**src/rtl/meteor1_sprite_gen.sv**
```systemverilog
// Single falling-meteor sprite generator: holds position, advances it once per frame,
// and turns DrawX/DrawY into a registered sprite-ROM address and palette index (3-cycle latency).
module meteor1_sprite_gen #(
  parameter int SPRITE_W   = 32,
  parameter int SPRITE_H   = 32,
  parameter int SCREEN_W   = 640,
  parameter int SCREEN_H   = 480,
  parameter int TRANSP_IDX = 1
) (
  input  logic       Clk,
  input  logic       Reset_n,
  input  logic       frame_start,
  input  logic       spawn,
  input  logic [9:0] spawn_x,
  input  logic [3:0] speed,
  input  logic [9:0] DrawX,
  input  logic [9:0] DrawY,
  output logic [9:0] rom_addr,
  input  logic [3:0] rom_q,
  output logic [3:0] pix_index,
  output logic       pix_on,
  output logic       active,
  output logic       landed
);

  typedef enum logic {IDLE, FALL} state_t;

  localparam logic [9:0]  MAX_X     = 10'(SCREEN_W - SPRITE_W);
  localparam logic [10:0] SCR_H11   = 11'(SCREEN_H);
  localparam logic [10:0] SPR_W11   = 11'(SPRITE_W);
  localparam logic [10:0] SPR_H11   = 11'(SPRITE_H);
  localparam logic [9:0]  SPR_W10   = 10'(SPRITE_W);
  localparam logic [3:0]  TRANSP    = 4'(TRANSP_IDX);

  state_t      state, state_nxt;
  logic [9:0]  pos_x, pos_x_nxt;
  logic [9:0]  pos_y, pos_y_nxt;
  logic [3:0]  vel, vel_nxt;
  logic        landed_nxt;
  logic [10:0] next_y;

  logic [10:0] dx, dy;
  logic        hit;
  logic [9:0]  addr_calc;
  logic        hit1, hit2;

  assign active = (state == FALL);

  // NOTE: every variable written in this block gets a default first, so no path
  // can leave one unassigned and infer a latch.
  always_comb begin
    state_nxt  = state;
    pos_x_nxt  = pos_x;
    pos_y_nxt  = pos_y;
    vel_nxt    = vel;
    landed_nxt = 1'b0;
    next_y     = {1'b0, pos_y} + {7'd0, vel};
    unique case (state)
      IDLE: begin
        // spawn takes priority over a coincident frame_start: no move on the launch frame
        if (spawn) begin
          state_nxt = FALL;
          pos_x_nxt = (spawn_x > MAX_X) ? MAX_X : spawn_x;
          pos_y_nxt = '0;
          vel_nxt   = (speed == 4'd0) ? 4'd1 : speed;
        end
      end
      FALL: begin
        if (frame_start) begin
          if (next_y >= SCR_H11) begin
            state_nxt  = IDLE;
            landed_nxt = 1'b1;
          end else begin
            pos_y_nxt = next_y[9:0];
          end
        end
      end
      default: state_nxt = IDLE;
    endcase
  end

  // NOTE: sequential state uses non-blocking assignments so every register
  // samples pre-edge values regardless of statement order.
  always_ff @(posedge Clk or negedge Reset_n) begin
    if (!Reset_n) begin
      state  <= IDLE;
      pos_x  <= '0;
      pos_y  <= '0;
      vel    <= '0;
      landed <= 1'b0;
    end else begin
      state  <= state_nxt;
      pos_x  <= pos_x_nxt;
      pos_y  <= pos_y_nxt;
      vel    <= vel_nxt;
      landed <= landed_nxt;
    end
  end

  // Stage 0: signed offsets into the sprite; bit 10 is the sign.
  always_comb begin
    dx        = {1'b0, DrawX} - {1'b0, pos_x};
    dy        = {1'b0, DrawY} - {1'b0, pos_y};
    hit       = active && !dx[10] && (dx < SPR_W11) && !dy[10] && (dy < SPR_H11);
    addr_calc = dy[9:0] * SPR_W10 + dx[9:0];
  end

  always_ff @(posedge Clk or negedge Reset_n) begin
    if (!Reset_n) begin
      rom_addr  <= '0;
      hit1      <= 1'b0;
      hit2      <= 1'b0;
      pix_index <= '0;
      pix_on    <= 1'b0;
    end else begin
      rom_addr  <= hit ? addr_calc : '0;
      hit1      <= hit;
      // hit2 lines up with rom_q, which the ROM returns one cycle after rom_addr
      hit2      <= hit1;
      pix_index <= hit2 ? rom_q : '0;
      pix_on    <= hit2 && (rom_q != TRANSP);
    end
  end

endmodule
```
**config.mk**
```make
export PLATFORM = sky130hd
export DESIGN_NAME = meteor1_sprite_gen
export DESIGN_NICKNAME = d
export VERILOG_FILES = /design/src/rtl/meteor1_sprite_gen.sv
export SDC_FILE = /design/constraint.sdc
export NUM_CORES = 1
export LEC_CHECK = 0
export ABC_AREA = 1
export BUFFER_PORTS_ARGS = -buffer_cell sky130_fd_sc_hd__buf_2
export CAP_MARGIN = 10
export CORE_MARGIN = 2
export CORE_UTILIZATION = 56
export CTS_CLUSTER_DIAMETER = 150
export CTS_CLUSTER_SIZE = 28
export DETAILED_ROUTE_END_ITERATION = 12
export GPL_TIMING_DRIVEN = 0
export PLACE_DENSITY = 0.8
export SLEW_MARGIN = 10
export SYNTH_ARGS = -nofsm -noshare
export SYNTH_HDL_FRONTEND = slang
export SYNTH_SLANG_ARGS = --single-unit
```
**constraint.sdc**
```tcl
create_clock -name Clk -period 2.9 [get_ports Clk]
set_input_delay 0.87 -clock Clk [delete_from_list [all_inputs] [get_ports Clk]]
set_output_delay 0.87 -clock Clk [all_outputs]
set_load 0.05 [all_outputs]
```
==> impl_metrics.env, run 1 <==
export IMPL_r2r_slack_ns=0.32
export IMPL_cts_tree="done"
export IMPL_ff2ff_path_depth=13
export IMPL_power_leakage_uw=0.00223
export IMPL_ir_drop_mv=0.411
export IMPL_dieArea_sq_um=6380
export IMPL_drc=0
export IMPL_dp_hpwl_mm=5.42
export IMPL_powerDensity_nw_per_um2=782
export IMPL_critical_path_class="input port to register"
export IMPL_worst_setup_path_end_kind="register"
export IMPL_avgSynthCellArea_sq_um=7.28
export IMPL_finalPower_uw=2980
export IMPL_coreArea_sq_um=5540
export IMPL_required_ns=3.09
export IMPL_finalClockSkew_ns=0.00735
export IMPL_tightest_slew_ns=0.965
export IMPL_nets=583
export IMPL_critPathLaunchType="input port"
export IMPL_min_period_ns=2.90
export IMPL_r2r_start="pos_x[0]"
export IMPL_grt_pass1_vias=2684
export IMPL_drt_iter0_drc=141
export IMPL_clock_latency_ns=0.30
export IMPL_cpPeakStageDelay_ns=0.42
export IMPL_die_x_um=79.9
export IMPL_area_growth_pct=18.0
export IMPL_synth_top_area_share_pct=33.4
export IMPL_place_ws_ns=-0.321
export IMPL_timing_fmax_mhz=345
export IMPL_ys_ff_latch=43
export IMPL_hp_start="hit1"
export IMPL_drtPass1Iterations=4
export IMPL_hold_violations=0
export IMPL_ant_nets=0
export IMPL_start_util_pct=58.2
export IMPL_status="complete, no violations"
export IMPL_fp_row_count=27
export IMPL_grtUsageTotal_pct=23.0
export IMPL_antenna_found_initial=0
export IMPL_cts_hold_buffers_added=0
export IMPL_cap_violations=0
export IMPL_grt_start_max_net_pins=44
export IMPL_hp_class="register to register"
export IMPL_drv_slew=0
export IMPL_dr_total_vias=2997
export IMPL_synthTopCellsByArea="dfrtp_1 (33%), nand2_1 (15%), ha_1 (11%)"
export IMPL_ys_seq_area_share_pct=33.4
export IMPL_cts_buffers=5
export IMPL_maxSlewHeadroom_pct=35.7
export IMPL_ys_warn_count=0
export IMPL_grt_pass1_wl_mm=11.6
export IMPL_syn_inst=443
export IMPL_routed_wl_mm=7.23
export IMPL_root_buffer="clkbuf_8"
export IMPL_regToRegEndpoint="rom_addr[9]"
export IMPL_setup_viol=0
export IMPL_multi_input_area_sq_um=1900
export IMPL_synthesis_area_sq_um=3220
export IMPL_critPathMaxFanout=3
export IMPL_ys_types=31
export IMPL_cts_max_level=2
export IMPL_min_to="hit2"
export IMPL_overflow=0
export IMPL_arrival_ns=3.09
export IMPL_io_pins=59
export IMPL_gp_congestion=0.881
export IMPL_cts_sinks=43
export IMPL_clk_pin_slew_ns=0.08
export IMPL_cp_cell_sequence="buf_2, inv_1, ha_2, inv_2, fa_2, nand2_2, nand3_2, nand2_1, nand2_2, fa_2, nand3_1, nand2_2, xnor2_2, xor2_1, nor2_1"
export IMPL_synth_top_area_cell="dfrtp_1"
export IMPL_crit_top_cell="nand2_2"
export IMPL_fillerInstances=478
export IMPL_setup_slack_ns=0.00491
export IMPL_post_route_period_util_pct=99.8
export IMPL_port_buffers=58
export IMPL_die_y_um=79.9
export IMPL_synth_nets=517
export IMPL_wl_per_cell_um=12.4
export IMPL_cpMaxStageDelayCell="fa_2"
export IMPL_seq_area_sq_um=1080
export IMPL_viasPerCell=5.15
export IMPL_holdPathStages=0
export IMPL_clockBufferDepth=2
export IMPL_diodes=0
export IMPL_drive_gt1_share_pct=23.1
layout by cell type, fill, tap and decap left out, drive strengths merged, types with 3 or more instances in the layout:
master  netlist  layout
nand2       138     138
inv          77      78
buf           2      61
nand3        51      51
dfrtp        43      43
nor2         43      43
ha           28      28
a21oi        18      18
xnor2         9       9
clkbuf        2       8
nand4         5       5
o21ai         4       4
fa            4       4
xor2          3       3
a31oi         3       3
where the power goes:
group          leakage, uW  internal [uW]  switching, uW
Clock            0.0000618            283            219
Sequential        0.000564            685           74.3
Combinational      0.00160            713           1000
Total              0.00223           1680           1290
layout make-up:
type | count | area share [%]
Clock buffer | 6 | 2.17
Multi-Input combinational cell | 318 | 50.0
Tap cell | 72 | 2.37
Inverter | 78 | 7.69
Buffer | 4 | 0.625
Sequential cell | 43 | 28.3
Clock inverter | 2 | 1.02
Timing Repair Buffer | 59 | 7.83
Yosys cell counts (all sizes together):
cell / number
a21o: 2
a21oi: 18
a31oi: 3
buf: 2
clkbuf: 2
clkinv: 1
dfrtp: 43
fa: 4
ha: 28
inv: 77
nand2: 138
nand3: 51
nand3b: 1
nand4: 5
nor2: 43
nor3: 2
o21a: 2
o21ai: 4
o21bai: 2
o22ai: 2
o311ai: 1
xnor2: 9
xor2: 3
sequential cells by signal, indices dropped and copies added (netlist names):
name       flops
pos_x         10
pos_y         10
rom_addr      10
pix_index      4
vel            4
active         1
hit1           1
hit2           1
landed         1
pix_on         1
kinds of logic after synthesis:
| family | synth area share (%) |
|---|---|
| compound gates | 6.05 |
| xor+xnor | 3.26 |
| fa+ha+maj | 13.3 |
| flops | 33.4 |
| buf+inv | 9.82 |
| simple gates | 34.1 |
worst max-delay path, delay by kind of cell:
kind	cells	cell delay [ns]
adders and majority gates	3	1.01
and+or+nand+nor	7	0.67
xor gates and xnor gates	2	0.32
buffers and inverters	3	0.20
metrics by stage:
stage | hold slack (ns) | area, sq um | utilization (%) | setup TNS, ns | instances
6_report | 0.353 | 3800 | 68.7 | 0 | 582
5_1_grt | 0.366 | 3800 | 68.7 | -0.0757 | 582
4_1_cts | 0.355 | 3730 | 67.4 | 0 | 581
3_5_place_dp | 0.335 | 3610 | 65.1 | -0.321 | 573
3_3_place_gp | 0.333 | 3610 | 65.1 | -0.229 | 573
2_1_floorplan | 0.331 | 3230 | - | 0 | 443
per-layer routing:
metal	wire (um)	track usage (%)	vias up	share of wire [%]
li1	-	-	1527	-
met1	3190	29.1	1355	44
met2	3520	40.4	101	49
met3	383	3.51	14	5.3
met4	128	6.78	0	1.8
met5	0	0	-	0
repair_timing:
| action | 4_1_cts | 5_1_grt |
|---|---|---|
| pin swaps | 2 | 6 |
| buffers inserted | 0 | 1 |
| resized for setup | 1 | 17 |
| gates cloned | 0 | 0 |
| endpoints found under the setup margin | 1 | 1 |
worst max path at each step:
stage          slack, ns  startpoint     endpoint
6_report           0.005    DrawX[0]  rom_addr[9]
5_1_grt            -0.08    DrawX[0]  rom_addr[9]
4_1_cts            0.006    DrawX[0]  rom_addr[9]
3_5_place_dp       -0.32    DrawX[0]  rom_addr[9]
3_3_place_gp       -0.23    DrawX[0]  rom_addr[9]
2_1_floorplan      0.008    DrawX[0]  rom_addr[9]
(Power assumes the default switching activity.)
==> run 2: changes to the inputs <==
--- a/config.mk
+++ b/config.mk
@@ -9,12 +9,12 @@
 export BUFFER_PORTS_ARGS = -buffer_cell sky130_fd_sc_hd__buf_2
 export CAP_MARGIN = 10
 export CORE_MARGIN = 2
-export CORE_UTILIZATION = 56
+export CORE_UTILIZATION = 59
 export CTS_CLUSTER_DIAMETER = 150
 export CTS_CLUSTER_SIZE = 28
 export DETAILED_ROUTE_END_ITERATION = 12
 export GPL_TIMING_DRIVEN = 0
-export PLACE_DENSITY = 0.8
+export PLACE_DENSITY = 0.84
 export SLEW_MARGIN = 10
 export SYNTH_ARGS = -nofsm -noshare
 export SYNTH_HDL_FRONTEND = slang
==> constraint.sdc (replaced) <==
create_clock -name Clk -period 3.4 [get_ports Clk]
set_input_delay 1.02 -clock Clk [delete_from_list [all_inputs] [get_ports Clk]]
set_output_delay 1.02 -clock Clk [all_outputs]
set_load 0.05 [all_outputs]
==> impl_metrics.env, run 2 (synthesized netlist as in run 1, its figures left out) <==
export IMPL_regToRegEndpoint="rom_addr[9]"
export IMPL_grt_start_max_net_pins=44
export IMPL_cap_violations=0
export IMPL_postPlaceCellArea_sq_um=3600
export IMPL_switching_share_pct=43.6
export IMPL_drt_iter0_drc=121
export IMPL_cts_resized_gates=0
export IMPL_ir_drop_mv=0.297
export IMPL_crit_end="rom_addr[9]"
export IMPL_viasPerCell=5.02
export IMPL_die_y_um=77.9
export IMPL_clockBufferDepth=2
export IMPL_layout_common_cells="nand2_1 (131), inv_1 (77), buf_2 (59)"
export IMPL_drive_gt1_share_pct=19.4
export IMPL_io_pins=59
export IMPL_overflow=0
export IMPL_routed_wl_mm=6.90
export IMPL_hold_violations=0
export IMPL_setup_viol=0
export IMPL_fp_row_count=26
export IMPL_power_leakage_uw=0.00221
export IMPL_post_route_period_util_pct=93.5
export IMPL_port_buffers=58
export IMPL_largestRegisters="pos_x: 10 flops, pos_y: 10 flops, rom_addr: 10 flops"
export IMPL_critical_path_class="input port to register"
export IMPL_cts_hold_buffers_added=0
export IMPL_stdcell_area_sq_um=3720
export IMPL_hp_class="register to register"
export IMPL_clk_pin_slew_ns=0.09
export IMPL_whs_ns=0.378
export IMPL_rsz0062_at_grt="no"
export IMPL_area_growth_pct=15.3
export IMPL_grt_pass1_vias=2843
export IMPL_ant_nets=0
export IMPL_required_ns=3.59
export IMPL_final_util_pct=71.4
export IMPL_grtUsageTotal_pct=24.7
export IMPL_r2r_slack_ns=0.70
export IMPL_cts_tree="done"
export IMPL_cts_sinks=43
export IMPL_antenna_found_initial=0
export IMPL_maxSlewHeadroom_pct=37.3
export IMPL_crit_start="DrawX[0]"
export IMPL_p_sw_uw=1030
export IMPL_grt_pass1_wl_mm=12.2
export IMPL_dieArea_sq_um=6070
export IMPL_p_clk_share_pct=17.6
export IMPL_ff2ff_path_depth=15
export IMPL_wl_per_cell_um=11.9
export IMPL_internal_power_uw=1330
export IMPL_powerDensity_nw_per_um2=634
export IMPL_cts_buffers=5
export IMPL_pwr_share_comb_pct=55.0
export IMPL_status="complete, no violations"
export IMPL_clock_latency_ns=0.31
export IMPL_worst_setup_path_end_kind="register"
export IMPL_gp_congestion=0.869
export IMPL_dr_total_vias=2909
export IMPL_diodes=0
export IMPL_r2r_start="pos_x[0]"
export IMPL_seqPwrFrac_pct=27.4
export IMPL_layout_commonest_cell="nand2_1"
export IMPL_critPathMaxFanout=3
export IMPL_drv_slew=0
export IMPL_arrival_ns=3.37
export IMPL_root_buffer="clkbuf_8"
export IMPL_die_x_um=77.9
export IMPL_post_cts_buffers=0
export IMPL_critPathLaunchType="input port"
export IMPL_tightest_slew_ns=0.941
export IMPL_drc=0
export IMPL_cts_max_level=2
export IMPL_start_util_pct=61.9
export IMPL_min_period_ns=3.18
export IMPL_finalClockSkew_ns=0.0103
export IMPL_drtPass1Iterations=4
export IMPL_nets=582
export IMPL_coreArea_sq_um=5200
export IMPL_dp_hpwl_mm=5.51
export IMPL_timing_fmax_mhz=315
-- run 2: cell count changes in the layout (fill, tap and decap cells not counted), sizes merged --
cell and change:
buf -1, clkbuf -1, clkinvlp +1
-- run 2: metal layers --
layer  up-vias  track usage [%]  routed length [um]
li1       1518                -                   -
met1      1327             31.8                3210
met2        60             43.2                3400
met3         4             4.30                 263
met4         0             5.96                  35
met5         -                0                   0
-- run 2: per-stage QoR --
| stage | total power [uW] | worst slack (ns) | TNS (ns) | cells |
|---|---|---|---|---|
| 5_1_grt | 2580 | 0.0751 | 0 | 579 |
| 6_report | 2360 | 0.221 | 0 | 579 |
| 3_3_place_gp | 1880 | 0.0395 | 0 | 571 |
| 2_1_floorplan | 1680 | 0.279 | 0 | 443 |
| 3_5_place_dp | 1940 | -0.0125 | -0.0125 | 571 |
| 4_1_cts | 2360 | 0.273 | 0 | 579 |
-- run 2: layout make-up --
class | instances | area (sq um)
tap | 70 | 87.6
fill | 424 | 1490
clock buffer | 5 | 68.8
buffer | 4 | 23.8
clock inverter | 3 | 46.3
sequential | 43 | 1080
inverter | 78 | 293
multi-input combinational | 318 | 1830
timing repair buffer | 58 | 290
-- run 2: power by group through the flow --
stage / combinational [uW] / clock [uW] / sequential [uW]
final: 1300 / 414 / 647
after global routing: 1490 / 436 / 659
after CTS: 1290 / 419 / 646
after detailed placement: 1280 / 0 / 656
after global placement: 1230 / 0 / 651
after floorplan: 1040 / 0 / 637
-- run 2: worst min path at each step --
stage / start / endpoint / slack (ns) / cells after the start
CTS: hit1 / hit2 / 0.38 / 0
floorplan: hit1 / hit2 / 0.33 / 0
detailed placement: hit1 / hit2 / 0.35 / 0
global route: hit1 / hit2 / 0.38 / 0
global placement: hit1 / hit2 / 0.33 / 0
finish: hit1 / hit2 / 0.38 / 0
-- run 2: worst max-delay path, cell delays in order --
cell and delay, ns:
buf_2 0.10, inv_1 0.05, ha_1 0.14, inv_1 0.07, fa_1 0.43, nand3_1 0.11
nand3_2 0.09, nand2_1 0.10, nand3_1 0.09, nand2_1 0.12, inv_1 0.05, ha_1 0.34
a21oi_1 0.16, nand2_1 0.08, xnor2_1 0.19, xor2_1 0.16, nor2_1 0.06
==> run 3: changes to the inputs <==
--- a/config.mk
+++ b/config.mk
@@ -9,12 +9,11 @@
 export BUFFER_PORTS_ARGS = -buffer_cell sky130_fd_sc_hd__buf_2
 export CAP_MARGIN = 10
 export CORE_MARGIN = 2
-export CORE_UTILIZATION = 59
+export CORE_UTILIZATION = 37
 export CTS_CLUSTER_DIAMETER = 150
 export CTS_CLUSTER_SIZE = 28
 export DETAILED_ROUTE_END_ITERATION = 12
 export GPL_TIMING_DRIVEN = 0
-export PLACE_DENSITY = 0.84
 export SLEW_MARGIN = 10
 export SYNTH_ARGS = -nofsm -noshare
 export SYNTH_HDL_FRONTEND = slang
==> impl_metrics.env, run 3 (synthesized netlist as in run 1, its figures left out) <==
export IMPL_cts_sinks=43
export IMPL_antenna_found_initial=0
export IMPL_required_ns=3.60
export IMPL_drt_iter0_drc=88
export IMPL_grtUsageMet1_pct=20.2
export IMPL_seq_area_sq_um=1080
export IMPL_cts_resized_gates=0
export IMPL_layout_cells_non_filler=617
export IMPL_critPathMaxFanout=3
export IMPL_powerDensity_nw_per_um2=605
export IMPL_drive_gt1_share_pct=19.4
export IMPL_cts_hold_buffers_added=0
export IMPL_fp_row_count=34
export IMPL_clk_pin_slew_ns=0.09
export IMPL_wl_per_cell_um=11.1
export IMPL_setup_viol=0
export IMPL_grt_pass1_vias=2740
export IMPL_grtUsageTotal_pct=15.3
export IMPL_dieArea_sq_um=9480
export IMPL_fillerInstances=925
export IMPL_root_buffer="clkbuf_8"
export IMPL_clockBufferDepth=2
export IMPL_holdPathStages=0
export IMPL_maxSlewHeadroom_pct=36.8
export IMPL_min_period_ns=3.19
export IMPL_die_y_um=97.4
export IMPL_status="complete, no violations"
export IMPL_grt_util_met2_pct=26.1
export IMPL_io_pins=59
export IMPL_nets=582
export IMPL_drtPass1Iterations=4
export IMPL_gp_congestion=0.852
export IMPL_overflow=0
export IMPL_layout_commonest_cell="nand2_1"
export IMPL_timing_fmax_mhz=313
export IMPL_start_util_pct=37.5
export IMPL_drc=0
export IMPL_tightest_slew_ns=0.948
export IMPL_hp_class="register to register"
export IMPL_worst_setup_path_end_kind="register"
export IMPL_ir_drop_mv=0.243
export IMPL_finalClockSkew_ns=0.00666
export IMPL_cts_buffers=5
export IMPL_multi_input_area_sq_um=1830
export IMPL_layout_common_cells="nand2_1 (131), inv_1 (77), buf_2 (59)"
export IMPL_critPathLaunchType="input port"
export IMPL_cts_tree="done"
export IMPL_die_x_um=97.4
export IMPL_place_inst=609
export IMPL_ant_nets=0
export IMPL_dp_hpwl_mm=5.53
export IMPL_drv_slew=0
export IMPL_cap_violations=0
export IMPL_dr_total_vias=2843
export IMPL_grt_pass1_wl_mm=12.1
export IMPL_power_leakage_uw=0.00219
export IMPL_area_growth_pct=16.1
export IMPL_rsz0062_at_grt="no"
export IMPL_diodes=0
export IMPL_clock_latency_ns=0.30
export IMPL_use_met3_pct=2.81
export IMPL_place_ws_ns=-0.0549
export IMPL_arrival_ns=3.39
export IMPL_cts_max_level=2
export IMPL_coreArea_sq_um=8590
export IMPL_viasPerCell=4.61
export IMPL_post_route_period_util_pct=93.9
export IMPL_post_cts_buffers=0
export IMPL_routed_wl_mm=6.86
export IMPL_port_buffers=58
export IMPL_setup_tns_ns=0
export IMPL_critical_path_class="input port to register"
export IMPL_largestRegisters="pos_x: 10 flops, pos_y: 10 flops, rom_addr: 10 flops"
export IMPL_ff2ff_path_depth=15
export IMPL_hold_violations=0
export IMPL_busiest_layer="met2"
export IMPL_setup_slack_ns=0.207
export IMPL_grt_start_max_net_pins=44
[run 3: cell count changes in the layout (fill, tap and decap cells not counted)]
| cell | previous run | this run |
|---|---|---|
| bufinv_16 | 1 | 0 |
| clkinvlp_4 | 1 | 2 |
[run 3: routing by layer]
layer,part of all wire (%),vias to the layer above
met3,3.2,5
met5,0,-
met1,48,1268
li1,-,1526
met2,48,44
met4,1.1,0
[run 3: worst paths after layout]
kind | start | end | slack (ns)
worst max-delay path | DrawX[0] | rom_addr[9] | 0.21
worst max register to register | pos_x[0] | rom_addr[9] | 0.69
max in group asynchronous | Reset_n | pos_y[7] | 1.96
worst min-delay path | hit1 | hit2 | 0.36
worst min register to register | hit1 | hit2 | 0.36
min in group asynchronous | Reset_n | pos_x[0] | 0.85
[run 3: cell type report]
type	instances	share of cell area, %
Clock inverter	3	0.635
Buffer	4	0.635
Timing Repair Buffer	58	7.76
Sequential cell	43	28.8
Clock buffer	5	1.84
Multi-Input combinational cell	318	48.9
Tap cell	108	3.61
Inverter	78	7.82
[run 3: critical path: stages]
cell and delay (ns):
buf_2 0.09, inv_1 0.05, ha_1 0.13, inv_1 0.07, fa_1 0.43, nand3_1 0.11
nand3_2 0.09, nand2_1 0.10, nand3_1 0.08, nand2_1 0.11, inv_1 0.05, ha_1 0.34
a21oi_1 0.19, nand2_1 0.10, xnor2_1 0.20, xor2_1 0.16, nor2_1 0.06
[run 3: power breakdown]
part	total (uW)	internal (uW)	switching (uW)
registers	643	584	58.9
clock network	345	147	197
logic	1280	521	754
[run 3: per-stage QoR]
stage	area, sq um	utilization, %	total power (uW)	hold slack, ns
floorplan	3220	-	1680	0.331
global placement	3650	42.5	1900	0.335
detailed placement	3650	42.5	1920	0.342
CTS	3740	43.5	2270	0.363
global route	3740	43.5	2490	0.370
finish	3740	43.5	2260	0.358
